File: src/rtl/uart_menu_host.sv
// Host end of the menu-over-UART link. It waits for the device line to go quiet, sends the
// ASCII selection byte, then collects the reply until the line is quiet again.
module uart_menu_host #(
  parameter int unsigned CLK_DIV   = 54,
  parameter int unsigned IDLE_BITS = 20
) (
  input  logic       clk,
  input  logic       rst_n,
  input  logic       start,
  input  logic [2:0] sel,
  input  logic       dev_tx,
  output logic       host_tx,
  output logic       busy,
  output logic       done,
  output logic [9:0] rx_byte_count,
  output logic [7:0] rx_xor,
  output logic [7:0] last_byte,
  output logic       frame_err
);

  localparam int unsigned DivW     = (CLK_DIV > 1) ? $clog2(CLK_DIV) : 1;
  localparam int unsigned QuietMax = IDLE_BITS * 16;
  localparam int unsigned QuietW   = $clog2(QuietMax + 1);

  typedef enum logic [2:0] {StIdle, StQuiet, StSend, StResp, StDone} state_e;

  logic [DivW-1:0]   div_q;
  logic              tick;
  logic [1:0]        sync_q;
  logic              rxd;
  logic              rx_prev_q;
  logic              rx_busy_q;
  logic [3:0]        rx_cnt_q;
  logic [3:0]        rx_bit_q;
  logic [7:0]        rx_shift_q;
  logic              rx_valid_q;
  logic              rx_ferr_q;
  state_e            state_q;
  logic [2:0]        sel_q;
  logic [3:0]        tx_cnt_q;
  logic [3:0]        tx_bit_q;
  logic [9:0]        tx_frame;
  logic [QuietW-1:0] quiet_q;
  logic              quiet;

  assign tick     = (div_q == DivW'(CLK_DIV - 1));
  assign rxd      = sync_q[1];
  assign quiet    = (quiet_q == QuietW'(QuietMax));
  // {stop, '0'+sel, start}, shifted out LSB first
  assign tx_frame = {1'b1, 4'h3, 1'b0, sel_q, 1'b0};

  always_ff @(posedge clk or negedge rst_n) begin
    if (!rst_n) begin
      div_q     <= '0;
      sync_q    <= 2'b11;
      rx_prev_q <= 1'b1;
    end else begin
      div_q     <= tick ? '0 : div_q + DivW'(1);
      sync_q    <= {sync_q[0], dev_tx};
      rx_prev_q <= rxd;
    end
  end

  // 16x oversampling receiver; runs regardless of the host FSM state.
  always_ff @(posedge clk or negedge rst_n) begin
    if (!rst_n) begin
      rx_busy_q  <= 1'b0;
      rx_cnt_q   <= '0;
      rx_bit_q   <= '0;
      rx_shift_q <= '0;
      rx_valid_q <= 1'b0;
      rx_ferr_q  <= 1'b0;
    end else begin
      rx_valid_q <= 1'b0;
      if (!rx_busy_q) begin
        if (rx_prev_q && !rxd) begin
          rx_busy_q <= 1'b1;
          rx_cnt_q  <= '0;
          rx_bit_q  <= '0;
        end
      end else if (tick) begin
        if (rx_bit_q == 4'd0) begin
          if (rx_cnt_q == 4'd7) begin
            if (rxd) begin
              rx_busy_q <= 1'b0;  // glitch, not a start bit
            end else begin
              rx_bit_q <= 4'd1;
              rx_cnt_q <= '0;
            end
          end else begin
            rx_cnt_q <= rx_cnt_q + 4'd1;
          end
        end else if (rx_cnt_q == 4'd15) begin
          rx_cnt_q <= '0;
          if (rx_bit_q == 4'd9) begin
            rx_busy_q  <= 1'b0;
            rx_valid_q <= 1'b1;
            rx_ferr_q  <= ~rxd;
          end else begin
            rx_shift_q <= {rxd, rx_shift_q[7:1]};
            rx_bit_q   <= rx_bit_q + 4'd1;
          end
        end else begin
          rx_cnt_q <= rx_cnt_q + 4'd1;
        end
      end
    end
  end

  always_ff @(posedge clk or negedge rst_n) begin
    if (!rst_n) begin
      state_q       <= StIdle;
      sel_q         <= '0;
      tx_cnt_q      <= '0;
      tx_bit_q      <= '0;
      quiet_q       <= '0;
      host_tx       <= 1'b1;
      busy          <= 1'b0;
      done          <= 1'b0;
      rx_byte_count <= '0;
      rx_xor        <= '0;
      last_byte     <= '0;
      frame_err     <= 1'b0;
    end else begin
      done <= 1'b0;
      if (rx_busy_q || !rxd) begin
        quiet_q <= '0;
      end else if (tick && !quiet) begin
        quiet_q <= quiet_q + QuietW'(1);
      end
      case (state_q)
        StIdle: begin
          if (start) begin
            sel_q         <= sel;
            rx_byte_count <= '0;
            rx_xor        <= '0;
            last_byte     <= '0;
            frame_err     <= 1'b0;
            quiet_q       <= '0;
            busy          <= 1'b1;
            state_q       <= StQuiet;
          end
        end
        StQuiet: begin
          if (quiet) begin
            host_tx  <= 1'b0;
            tx_cnt_q <= '0;
            tx_bit_q <= '0;
            state_q  <= StSend;
          end
        end
        StSend: begin
          if (tick) begin
            if (tx_cnt_q == 4'd15) begin
              tx_cnt_q <= '0;
              if (tx_bit_q == 4'd9) begin
                quiet_q <= '0;
                state_q <= StResp;
              end else begin
                tx_bit_q <= tx_bit_q + 4'd1;
                host_tx  <= tx_frame[tx_bit_q + 4'd1];
              end
            end else begin
              tx_cnt_q <= tx_cnt_q + 4'd1;
            end
          end
        end
        StResp: begin
          if (rx_valid_q) begin
            if (rx_ferr_q) begin
              frame_err <= 1'b1;
            end else begin
              if (rx_byte_count != 10'h3FF) rx_byte_count <= rx_byte_count + 10'd1;
              rx_xor    <= rx_xor ^ rx_shift_q;
              last_byte <= rx_shift_q;
            end
          end
          if (quiet) state_q <= StDone;
        end
        StDone: begin
          done    <= 1'b1;
          busy    <= 1'b0;
          state_q <= StIdle;
        end
        default: state_q <= StIdle;
      endcase
    end
  end

endmodule

File: config.mk
export PLATFORM = sky130hd
export DESIGN_NAME = uart_menu_host
export DESIGN_NICKNAME = d
export VERILOG_FILES = /design/src/rtl/uart_menu_host.sv
export SDC_FILE = /design/constraint.sdc
export NUM_CORES = 1
export LEC_CHECK = 0
export BUFFER_PORTS_ARGS = -buffer_cell sky130_fd_sc_hd__buf_2
export CORE_MARGIN = 5
export CORE_UTILIZATION = 30
export CTS_CLUSTER_DIAMETER = 60
export CTS_CLUSTER_SIZE = 40
export DETAILED_ROUTE_END_ITERATION = 16
export PLACE_DENSITY = 0.54
export SETUP_SLACK_MARGIN = 0.2
export SLEW_MARGIN = 20
export SYNTH_ARGS = -nofsm -noshare
export SYNTH_HDL_FRONTEND = slang
export SYNTH_SLANG_ARGS = --single-unit
File: constraint.sdc
create_clock -name clk -period 2.3 [get_ports clk]
set_input_delay 0.23 -clock clk [delete_from_list [all_inputs] [get_ports clk]]
set_output_delay 0.23 -clock clk [all_outputs]
set_load 0.01 [all_outputs]
# --- Yosys cells after proc, flatten, opt, wreduce, memory -nomap -nowiden ---
# Cells that the tools add are included.
classes:
  add_sub_neg: 7
  multipliers: 0
  div_mod_pow: 0
  order_cmp: 1
  eq_ne: 29
  shifts: 0
  muxes: 76
  bitwise_logic: 4
  n_reduce_logical: 23
ops:
  columns: ["operator", "count"]
  rows:
  - ["4-bit 2-to-1 mux", 20]
  - ["9-bit 2-to-1 mux", 6]
  - ["10-bit 2-to-1 mux", 4]
  - ["8-bit 2-to-1 mux", 5]
  - ["8-bit one-hot mux with 2 select lines", 2]
  - ["2-bit != test, second input constant", 12]
  - ["1-bit 2-to-1 mux", 23]
  - ["10-bit one-hot mux with 2 select lines", 1]
  - ["5-bit AND reduction", 4]
  - ["3-bit 2-to-1 mux", 6]
  - ["9-bit one-hot mux with 2 select lines", 1]
  - ["4-bit by 1-bit adder with 4-bit output, second input constant", 4]
  - ["4-bit == test, second input constant", 4]
  - ["4-bit one-hot mux with 2 select lines", 2]
  - ["3-bit one-hot mux with 4 select lines", 1]
  - ["6-bit AND reduction", 2]
  - ["10-bit by 1-bit adder with 10-bit output, second input constant", 1]
  - ["10-bit != test, second input constant", 1]
  - ["9-bit by 1-bit adder with 9-bit output, second input constant", 1]
  - ["9-bit == test, second input constant", 1]
  - ["4-bit AND reduction", 2]
  - ["2-bit nonzero test", 4]
  - ["8-bit XOR", 1]
  - ["6-bit by 1-bit adder with 6-bit output, second input constant", 1]
  - ["other kinds (21)", 31]
totals:
  regBits: 81
  latchBits: 0
  ramBits: 0
  romBits: 0
  mem_count: 0

# --- Logic depth before layout (Yosys ltp) ---
depth:
  word_depth: 9
  depth_mapped: 9
  mapped_depth_nobuf: 7

# --- Worst setup path after synthesis ---
# OpenSTA, ideal clock, no wires.
synth_timing:
  path_kind: "reg-to-reg"
  startpoint: "reg rx_bit_q[0]"
  endpoint: "reg rx_cnt_q[3]"
  arrival_time_ns: 2.164
  setup_slack_ns: 0.015
  path_stages_with_launch: 9
  n_path_buf: 1
  path_cell_list: "dfrtp_1 inv_1 ha_1 or3b_1 clkbuf_1 or4b_1 a31oi_4 o31ai_1 a22o_1"
synth_via:
  elab_chain_len: 4
  word_cells_on_any_way: 6
synth_rtl:
  columns: ["item", "line", "text"]
  rows:
  - ["from (decl)", "34", "logic [3:0] rx_bit_q;"]
  - ["from (signal assigned)", "101", "rx_bit_q <= rx_bit_q + 4'd1;"]
  - ["4-bit zero test (*)", "82", "if (rx_bit_q == 4'd0) begin"]
  - ["4-bit 2-to-1 mux", "82", null]
  - ["4-bit 2-to-1 mux", "81", "end else if (tick) begin"]
  - ["4-bit 2-to-1 mux", "75", "if (!rx_busy_q) begin"]
  - ["to (signal assigned)", "91", "rx_cnt_q <= rx_cnt_q + 4'd1;"]
  - ["to (signal assigned)", "104", "rx_cnt_q <= rx_cnt_q + 4'd1;"]
  - ["to (decl)", "33", "logic [3:0] rx_cnt_q;"]
# Every way passes the cells marked *; elsewhere a longest branch is shown, timed or not. The select of a mux whose other input is x is not followed.
# A chain may end at the register's enable or synchronous reset.

# --- Worst setup path in the final report ---
layout_timing:
  startpoint: "reg quiet_q[3]"
  endpoint: "reg tx_cnt_q[0]"
layout_via:
  elab_chain_len: 3
layout_rtl:
  columns: ["item", "line", "text"]
  rows:
  - ["from (decl)", "43", "logic [QuietW-1:0] quiet_q;"]
  - ["from (signal assigned)", "129", "quiet_q <= quiet_q + QuietW'(1);"]
  - ["9-bit == test", "48", "assign quiet = (quiet_q == QuietW'(QuietMax));"]
  - ["2-bit != test (no source line)", null, null]
  - ["3-bit AND reduction (no source line)", null, null]
  - ["to (signal assigned)", "164", "tx_cnt_q <= tx_cnt_q + 4'd1;"]
  - ["to (decl)", "40", "logic [3:0] tx_cnt_q;"]
# Every way passes these cells.

==> results.md <==
* Arrival time of data at the critical path endpoint at approximately 2.4 ns
* Hold slack final at ~0.13 ns
* Placeable Area at 13240 um^2
* Setup Total Neg Slack at 0 ns
* Initial antenna violation count at 0
* Slew Viols, Final at 0
* Number of warnings issued by yosys at 0
* PortBufs at 36
* Distinct cell type count of the synthesized netlist at 54
* Count of flip-flops with a built-in enable after synthesis at 0
* Post-Syn Area at slightly above 4000 um^2
* Total number of clock tree sinks at 81
* Syn Nets at 430
* Setup CP Type: register to register
* Post-synthesis share of cell area spent on and, or, nand and nor gates at between 20% and 30%
* Share of the yosys chip area belonging to registers at between 50% and 60%
* Post-Synth XOR/XNOR Area at just under 7%
* Total of flip-flops plus latches after synthesis at 81
* Area share of fa/ha/maj cells after synthesis at around 4.0%
* Number of failing hold endpoints at the final stage at 0
* Placer's final routability congestion estimate at ~0.80
* Wire length reported by the detailed router at ~9.0 mm
* CTS tree: done
* Clock tree root buffer cell: sky130_fd_sc_hd__clkbuf_16
* Width of the die at 126.1 um
* Leakage dissipation at 2.238 nW
* Main synth FF type: sky130_fd_sc_hd__dfrtp_1
* Final Core Density at between 30% and 40%
* Data required time at the worst endpoint at ~2.5 ns
* Synthesis-to-layout area growth at 22.55%
* Longest Clk Path Bufs at 2
* Number of violations reported at the end of detailed-routing iteration 0 at between 100 and 150
* Final period utilization at 92.67%
* Number of optimization iterations in the first detailed-route pass at 4
* IO Pins at 37
* Asr flop ratio synth at 100.0%
* Startpoint type of the worst setup path: register
* Placement row count at 42
* Count of mapped cells out of synthesis at between 400 and 500
* Average routed wire per standard cell at 13.78 um
* Top library cells by usage in the layout, fill and taps aside: sky130_fd_sc_hd__dfrtp_1 (76), sky130_fd_sc_hd__nand2_1 (55), sky130_fd_sc_hd__nor2_1 (41), sky130_fd_sc_hd__buf_2 (35), sky130_fd_sc_hd__buf_4 (25)
* Cts bufs inserted at 9
* Post-detail-place hpwl at about 6.2 mm
* Post-route worst setup slack at 0.1685 ns
* Run status: completed
* Kind of end point of the critical path: register
* Average cell area after synthesis at just under 10 um^2
* Leading cell type in the layout, fill and taps excluded: sky130_fd_sc_hd__dfrtp_1
* Maxcap violations at 0
* CTS clk-pin slew, worst paths at around 0.06 ns
* Final-stage net count at 490
* Final Critical Period at around 2.1 ns
* Worst IR Drop VDD at between 300 and 400 uV
* Cell area power density at between 600 and 700 nW/um^2
* Non-filler cells in the finished layout at 650
* RSZ-0062 raised after global routing: yes
* Worst setup slack before clock tree synthesis at 0.08689 ns
* Via count of the first global-routing pass at roughly 3200
* H-Tree Level Count at 3
* Overflow left after global routing at 0
* Worst Hold Class: primary input to register
* Max-slew headroom at the worst pin at a little over three fifths
* Number of nets with antenna violations after detailed routing at 0
* Critical path fanouts, max at 5
* Dominant combinational cell family by area after synthesis: simple AND/OR/NAND/NOR gates
* Worst-Skew Late Latency at roughly 0.34 ns
* Share of synthesized area spent on multiplexers at between 3 and 4%
* Fraction of the mapped netlist area in compound gates at around 10%
* Y dimension of the die at about 130 um
* Global-route wire length before repair at about 15 mm
* Die Outline Area at 15910 um^2
* Transition time of the tightest slew-check pin at ~0.55 ns
* Count of inserted antenna diode cells at 0
* Highest Clock Rate at 469.1 MHz
* Layout cells sized above 1 at a little under a quarter
* Number of placed instances, taps included at between 600 and 700
* Largest net degree at the start of global routing at 45
* DR vias at ~3200
* Final setup viols at 0
* Remaining routing DRC violations at 0
* Starting Density at 30.55%
* Worst Clk Skew at 0.007386 ns
* Routed via count divided by cell count at about 5
* GRT Util Overall at 11.82%
-- power by group --
part	switching [mW]	total [mW]	internal (mW)
clock network	0.590	1.43	0.840
registers	0.0301	1.49	1.46
logic	0.0716	0.123	0.0516
total	0.692	3.05	2.36
-- state kept, by name (all words and copies together), names as in the netlist, 2 cells and up --
register / cells
tx_cnt_q: 4
rx_cnt_q: 4
div_q: 6
rx_byte_count: 10
rx_shift_q: 8
state_q: 3
quiet_q: 9
last_byte: 8
tx_bit_q: 4
rx_bit_q: 4
rx_xor: 8
sync_q: 2
sel_q: 3
-- Yosys cell counts, types with 8 or more instances --
master                     count  share of area [%]
sky130_fd_sc_hd__inv_1        16                1.5
sky130_fd_sc_hd__clkbuf_1      9               0.84
sky130_fd_sc_hd__xnor2_1      17                3.7
sky130_fd_sc_hd__nor4_1        8                1.2
sky130_fd_sc_hd__o21ai_0      24                3.0
sky130_fd_sc_hd__nand3_1      18                2.2
sky130_fd_sc_hd__nor3_1        8               0.99
sky130_fd_sc_hd__nand2_1      55                5.1
sky130_fd_sc_hd__ha_1         13                4.0
sky130_fd_sc_hd__nand4_1      10                1.5
sky130_fd_sc_hd__xor2_1       15                3.2
sky130_fd_sc_hd__nor2_1       41                3.8
sky130_fd_sc_hd__mux2_2       11                3.1
sky130_fd_sc_hd__dfrtp_1      77                 48
-- critical path, cell delays in order, from the launching register on --
cell	delay, ns
sky130_fd_sc_hd__dfrtp_1	0.42
sky130_fd_sc_hd__or4_1	0.47
sky130_fd_sc_hd__or4_4	0.46
sky130_fd_sc_hd__or2_1	0.25
sky130_fd_sc_hd__a21o_1	0.20
sky130_fd_sc_hd__a22o_1	0.22
-- cells by family after synthesis --
kind of cell / Yosys count
adders and majority gates: 13
muxes: 14
and+or+nand+nor: 178
buffers and inverters: 31
AOI/OAI and AO/OA: 61
DFF: 81
xor gates and xnor gates: 32
-- metrics by stage --
stage	instance area, um^2	total power, mW
final	4957	3.048
after global routing	4957	3.172
after CTS	4926	3.104
after detailed placement	4541	1.647
after global placement	4541	1.644
after floorplan	4056	1.568
-- path summary, 6_finish.rpt --
check	from	to	slack [ns]	cells after the start
max	quiet_q[3]	tx_cnt_q[0]	0.17	5
min	sel[0]	sel_q[0]	0.13	2
max reg2reg	quiet_q[3]	tx_cnt_q[0]	0.17	5
min reg2reg	sync_q[0]	sync_q[1]	0.36	0
max in group asynchronous	rst_n	sync_q[0]	1.22	3
min in group asynchronous	rst_n	quiet_q[0]	0.41	2
-- routing by layer --
metal | up-vias | GRT usage (%) | part of all wire (%)
met2 | 45 | 19.09 | 49
met4 | 0 | 5.174 | 1.5
met5 | - | 0 | 0
met3 | 10 | 2.964 | 3.6
li1 | 1551 | - | -
met1 | 1552 | 15.01 | 46
-- layout make-up --
cell class | instances | area [um^2]
Clock inverter | 6 | 67.56
Clock buffer | 9 | 225.2
Tap cell | 176 | 220.2
Timing Repair Buffer | 64 | 414.1
Inverter | 16 | 60.06
Fill cell | 1346 | 8285
Sequential cell | 81 | 2033
Multi-Input combinational cell | 298 | 1937
-- timing repair --
action,CTS,global route
setup buffers,6,1
endpoints found under the hold margin,37,0
endpoints found under the setup margin,18,32
pin swaps,4,3
resized for setup,8,7
hold buffers,2,0
Power figures use the tool's default switching activity.
